===== config.mk =====
export PLATFORM = sky130hd
export DESIGN_NAME = sd_spi_phy_flat
export DESIGN_NICKNAME = d
export VERILOG_FILES = /design/src/rtl/sd_spi_phy_if.sv /design/src/rtl/sd_spi_phy.sv /design/src/flat_wrapper.sv
export SDC_FILE = /design/constraint.sdc
export NUM_CORES = 1
export LEC_CHECK = 0
export CAP_MARGIN = 20
export CORE_MARGIN = 5
export CORE_UTILIZATION = 59
export DETAILED_ROUTE_END_ITERATION = 6
export HOLD_SLACK_MARGIN = 0.03
export PLACE_DENSITY = 0.85
export SETUP_SLACK_MARGIN = 0.4
export SLEW_MARGIN = 20
export SYNTH_ARGS = -nofsm -noshare
export SYNTH_HDL_FRONTEND = slang
export SYNTH_SLANG_ARGS = --single-unit

===== constraint.sdc =====
create_clock -name clk -period 5.8 [get_ports clk]
set_input_delay 0.87 -clock clk [delete_from_list [all_inputs] [get_ports clk]]
set_output_delay 0.87 -clock clk [all_outputs]
set_load 0.02 [all_outputs]

===== src/rtl/sd_spi_phy_if.sv =====
// sd_spi_phy_if: controller-side word transfer bus of the SD SPI PHY
interface sd_spi_phy_if;
  logic [31:0] spi_mosi;
  logic [31:0] spi_miso;
  logic        spi_begin;
  logic        spi_busy;
  logic        spi_wide;
  logic        spi_cs;
  modport master (output spi_mosi, spi_begin, spi_wide, spi_cs, input spi_miso, spi_busy);
  modport slave  (input spi_mosi, spi_begin, spi_wide, spi_cs, output spi_miso, spi_busy);
endinterface


===== src/rtl/sd_spi_phy.sv =====
// sd_spi_phy: mode-0 SPI shifter for SD cards, 8- or 32-bit transfers
module sd_spi_phy #(
  parameter int CLK_DIV = 4
) (
  input  logic clk,
  input  logic rst,
  sd_spi_phy_if.slave bus,
  output logic sd_sck,
  output logic sd_mosi,
  input  logic sd_miso,
  output logic sd_cs_n
);
  typedef enum logic [1:0] {IDLE, SHIFT_LO, SHIFT_HI, DONE} state_t;
  localparam logic [7:0] HALF = 8'(CLK_DIV - 1);
  state_t      state;
  logic        armed;
  logic        wide;
  logic [31:0] tx;
  logic [31:0] rx;
  logic [5:0]  bits;
  logic [7:0]  half;
  // tx holds the bits still to send after the one on sd_mosi, back-filled with ones so the line idles high after the last bit
  always_ff @(posedge clk or posedge rst) begin
    if (rst) begin
      state        <= IDLE;
      armed        <= 1'b1;
      wide         <= 1'b0;
      tx           <= 32'h0;
      rx           <= 32'h0;
      bits         <= 6'd0;
      half         <= 8'd0;
      sd_sck       <= 1'b0;
      sd_mosi      <= 1'b1;
      sd_cs_n      <= 1'b1;
      bus.spi_busy <= 1'b0;
      bus.spi_miso <= 32'h0;
    end else begin
      sd_cs_n <= bus.spi_cs;
      case (state)
        IDLE: begin
          if (!bus.spi_begin) armed <= 1'b1;
          else if (armed) begin
            armed        <= 1'b0;
            wide         <= bus.spi_wide;
            tx           <= bus.spi_wide ? {bus.spi_mosi[30:0], 1'b1} : {bus.spi_mosi[6:0], 25'h1ffffff};
            sd_mosi      <= bus.spi_wide ? bus.spi_mosi[31] : bus.spi_mosi[7];
            bits         <= bus.spi_wide ? 6'd32 : 6'd8;
            half         <= HALF;
            bus.spi_busy <= 1'b1;
            state        <= SHIFT_LO;
          end
        end
        SHIFT_LO: begin
          if (half != 8'd0) half <= half - 8'd1;
          else begin
            half   <= HALF;
            sd_sck <= 1'b1;
            rx     <= {rx[30:0], sd_miso};
            state  <= SHIFT_HI;
          end
        end
        SHIFT_HI: begin
          if (half != 8'd0) half <= half - 8'd1;
          else begin
            half    <= HALF;
            sd_sck  <= 1'b0;
            sd_mosi <= tx[31];
            tx      <= {tx[30:0], 1'b1};
            bits    <= bits - 6'd1;
            state   <= bits == 6'd1 ? DONE : SHIFT_LO;
          end
        end
        DONE: begin
          bus.spi_miso <= wide ? rx : {24'h0, rx[7:0]};
          bus.spi_busy <= 1'b0;
          state        <= IDLE;
        end
      endcase
    end
  end
endmodule


===== src/flat_wrapper.sv =====
// flat-port wrapper written by rule: the top's interface ports become plain ports
module sd_spi_phy_flat 
#(
  parameter int CLK_DIV = 4
)
  (clk, rst, sd_sck, sd_mosi, sd_miso, sd_cs_n, bus_spi_mosi, bus_spi_begin, bus_spi_wide, bus_spi_cs, bus_spi_miso, bus_spi_busy);
  sd_spi_phy_if bus_i ();
  input  logic clk;
  input  logic rst;
  output logic sd_sck;
  output logic sd_mosi;
  input  logic sd_miso;
  output logic sd_cs_n;
  input wire logic [$bits(bus_i.spi_mosi)-1:0] bus_spi_mosi;
  input wire logic [$bits(bus_i.spi_begin)-1:0] bus_spi_begin;
  input wire logic [$bits(bus_i.spi_wide)-1:0] bus_spi_wide;
  input wire logic [$bits(bus_i.spi_cs)-1:0] bus_spi_cs;
  output wire logic [$bits(bus_i.spi_miso)-1:0] bus_spi_miso;
  output wire logic [$bits(bus_i.spi_busy)-1:0] bus_spi_busy;
  assign bus_i.spi_mosi = bus_spi_mosi;
  assign bus_i.spi_begin = bus_spi_begin;
  assign bus_i.spi_wide = bus_spi_wide;
  assign bus_i.spi_cs = bus_spi_cs;
  assign bus_spi_miso = bus_i.spi_miso;
  assign bus_spi_busy = bus_i.spi_busy;
  sd_spi_phy #(.CLK_DIV(CLK_DIV)) u_core (.clk(clk), .rst(rst), .bus(bus_i), .sd_sck(sd_sck), .sd_mosi(sd_mosi), .sd_miso(sd_miso), .sd_cs_n(sd_cs_n));
endmodule

==> flow_summary_export.csv <==
group,metric,value,unit
clocking,cts.reportedPaths.clkPinSlew,0.06,ns
synthesis,synth_top_area_cell,"dfrtp_1",
clocking,h-tree-depth,4,
critical_path,cp.required,6.20,ns
clocking,cts_resized,0,
clocking,hold_buffers,0,
timing,fin_crit,2.68,ns
synthesis,synthCells,461,
timing,fmax,373,MHz
min_path,min_from,"u_core.tx[0]$_DFFE_PP0P_",
finish,regArea,2960,um2
synthesis,yosys-top-cells-area,"dfrtp_1, mux2_4, mux2i_1",
synthesis,synth_compound_area_frac,0.0980,
clocking,cts_root_buffer,"clkbuf_8",
synthesis,yosys_warnings,0,
global_route,antenna_found_initial,0,
critical_path,cpPeakStageDelay,0.88,ns
timing,hold_viol,0,
timing,tns,0,ns
drt,wl,11.3,mm
critical_path,reg2reg_from,"u_core.state[1]$_DFFE_PP0P_",
power_and_ir_drop,leakage,3.04,nW
floorplan,die-height,105,um
critical_path,path_class,"input pin to register",
run_status,status,"complete, no violations",
floorplan,fp.dieW,105,um
finish,multi_input_area,2050,um2
synthesis,synthSimpleGateAreaFrac,0.0707,
placed_design,place.port_buffers,73,
timing,finalSetupViolations,0,
critical_path,critPathMaxFanout,25,
global_route,grt_pass1_vias,3927,
synthesis,syn_avg_cell_area,11.6,um2
timing,holdWs,0.465,ns
clocking,clk_path_buf_depth,2,
drt,drtAntennaViolNets,0,
drt,dr.pass1.iters,4,
synthesis,syn-cell-area,5360,um2
critical_path,startpoint,"bus_spi_wide",
critical_path,worstPathCellList,"clkdlybuf4s50_1, nand2b_1, nor2_1, a21oi_1, mux2_1",
clocking,cts_tree,"built",
finish,layout-drive-gt1-share,0.161,
critical_path,cp-end-kind,"register",
finish,final.fill_count,573,
synthesis,synth_mux_area_frac,0.186,
clocking,cts_buffers,17,
drt,post_drt_wl_per_cell,17.2,um
synthesis,synth-seq-cells,118,
synthesis,postSynthNetCount,507,
min_path,worstHoldPathType,"register to register",
global_route,grt_max_degree,67,
drt,vias,3647,
drt,vias_per_cell,5.58,
synthesis,ys_seq_area_frac,0.551,
drt,drt_iter0_drc,152,
critical_path,cp_top_family,"simple AND/OR/NAND/NOR gates",
timing,worst_pin_slew,0.961,ns
finish,instances_no_fill,654,
floorplan,coreArea,8810,um2
timing,clock_skew,0.0145,ns
floorplan,die_area,11100,um2
placed_design,place_area,6120,um2
timing,max-slew-margin-rel,0.359,
finish,antenna_cells,0,
synthesis,synth_edf_count,0,
synthesis,yosys.area_share.adder,0.0187,
floorplan,num_rows,34,
global_route,grt_pass1_wl,18.7,mm
finish,fin_nets,579,
power_and_ir_drop,peakVddDrop,0.206,mV
placed_design,dp_hpwl,6.90,mm
floorplan,ios,74,
timing,maxSlewViolCount,0,
synthesis,async_flop_share,1.00,
critical_path,start_kind,"input pin",
synthesis,synth_top_area_frac,0.537,
synthesis,ys_types,46,
finish,design_area,6690,um2
floorplan,initial_utilization,0.609,
power_and_ir_drop,powerDensity,283,nW/um2
timing,finalCritPeriodShare,0.462,
clocking,cts_setup_buffers,0,
synthesis,synth.most_common_cell,"dfrtp_1",
synthesis,synth_ff_type,"dfrtp_1",
timing,grt_setup_unrepaired,"false",
drt,drc,0,
critical_path,slowest_stage,"clkdlybuf4s50_1",
synthesis,synth_top_family_by_area,"multiplexers",
critical_path,crit_buf_inv,1,
global_route,overflow,0,
clocking,clock_sinks,118,
clocking,clkLatencyLatePin,0.51,ns
global_route,grt.total_usage,0.211,
placed_design,dp.cells,622,
synthesis,synth_xor_area_frac,0.00980,
finish,syn2layout_area_growth,24.8,%
synthesis,synthTopCellsByCount,"dfrtp_1, inv_1, o21ai_0, nand2_1, mux2i_1",
flow_run,max_cap_violations,0,
critical_path,cp.arrival,3.08,ns
placed_design,gp_congestion,0.819,
[routing by layer]
layer,vias up,wire (um),track usage
li1,1721,-,-
met1,1785,4830,0.257
met2,119,5580,0.354
met3,22,592,0.0489
met4,0,267,0.103
met5,-,0,0
[through the flow]
step	setup WS (ns)	util	total power [W]
6_report	3.12	0.760	0.00189
5_1_grt	3.02	0.760	0.00195
4_1_cts	3.16	0.760	0.00191
3_5_place_dp	2.61	0.695	0.000910
3_3_place_gp	2.73	0.695	0.000908
2_1_floorplan	1.81	-	0.000874
[path summary, 6_finish.rpt]
| check | slack, ns | end | cells after the start |
|---|---|---|---|
| max in group asynchronous | 3.77 | u_core.half[7]$_DFFE_PP0P_ | 3 |
| setup / recovery | 3.12 | u_core.tx[24]$_DFFE_PP0P_ | 5 |
| hold reg to reg | 0.47 | u_core.tx[0]$_DFFE_PP0P_ | 2 |
| min in group asynchronous | 0.88 | u_core.rx[0]$_DFFE_PP0P_ | 2 |
| setup reg to reg | 3.19 | u_core.tx[27]$_DFFE_PP0P_ | 7 |
| hold / removal | 0.47 | u_core.tx[0]$_DFFE_PP0P_ | 2 |
[worst reg2reg max path: cells and delay by family (launching register included)]
kind | cells | cell delay, ns
mux | 1 | 0.40
fa+ha+maj | 1 | 0.31
simple gates | 2 | 0.61
compound gates | 1 | 0.13
buf+inv | 2 | 0.60
flops | 1 | 0.43
[logic make-up (layout without fill, tap and decap cells)]
kind of cell | after synthesis | count (layout)
flip-flops | 118 | 118
AND/OR/NAND/NOR | 80 | 80
buffers and inverters | 81 | 166
adder cells (fa/ha/maj) | 8 | 8
AO/OA/AOI/OAI | 86 | 86
XOR/XNOR | 6 | 6
multiplexers | 82 | 82
[cell usage in the layout, fill, tap and decap left out, types with 2 or more instances in the layout]
cell / Yosys / routed
mux2_2: 14 / 14
o22ai_1: 24 / 24
nand2_1: 33 / 33
inv_6: 0 / 3
a31oi_1: 2 / 2
o31ai_1: 2 / 2
nor3_1: 5 / 5
o21ai_0: 35 / 35
clkinv_4: 0 / 2
nand4_1: 2 / 2
dfrtp_1: 115 / 115
nor2_1: 19 / 19
o2111ai_1: 2 / 2
ha_1: 8 / 8
nor2b_1: 2 / 2
xor2_1: 6 / 6
clkdlybuf4s50_1: 0 / 73
mux2_1: 6 / 6
bufinv_16: 0 / 2
clkinv_2: 0 / 4
and2_1: 2 / 2
a21oi_1: 8 / 8
mux2i_1: 32 / 32
dfstp_2: 3 / 3
mux2_4: 30 / 30
clkbuf_16: 0 / 16
inv_1: 57 / 56
clkinvlp_4: 0 / 4
o211ai_1: 3 / 3
buf_4: 4 / 4
nand3_1: 8 / 8
[power breakdown]
group          internal [W]   total, W  switching (W)
combinational     0.0000339  0.0000661      0.0000322
sequential         0.000827   0.000829     0.00000224
clock              0.000612   0.000999       0.000387
total               0.00147    0.00189       0.000421
[area by class of cell]
class,instances,share of cell area
Clock buffer,17,0.0619
Inverter,57,0.0324
Sequential cell,118,0.442
Tap cell,108,0.0202
Timing Repair Buffer,77,0.114
Clock inverter,15,0.0230
Multi-Input combinational cell,262,0.307
[state kept, by name, indices dropped and copies added (netlist names)]
signal / count
u_core.wide: 1
u_core.tx: 32
u_core.bus.spi_miso: 32
u_core.half: 8
u_core.state: 2
u_core.sd_sck: 1
u_core.sd_mosi: 1
u_core.rx: 32
u_core.armed: 1
u_core.bus.spi_busy: 1
u_core.sd_cs_n: 1
u_core.bits: 6
Note: power is estimated with default switching activity, not from simulation.
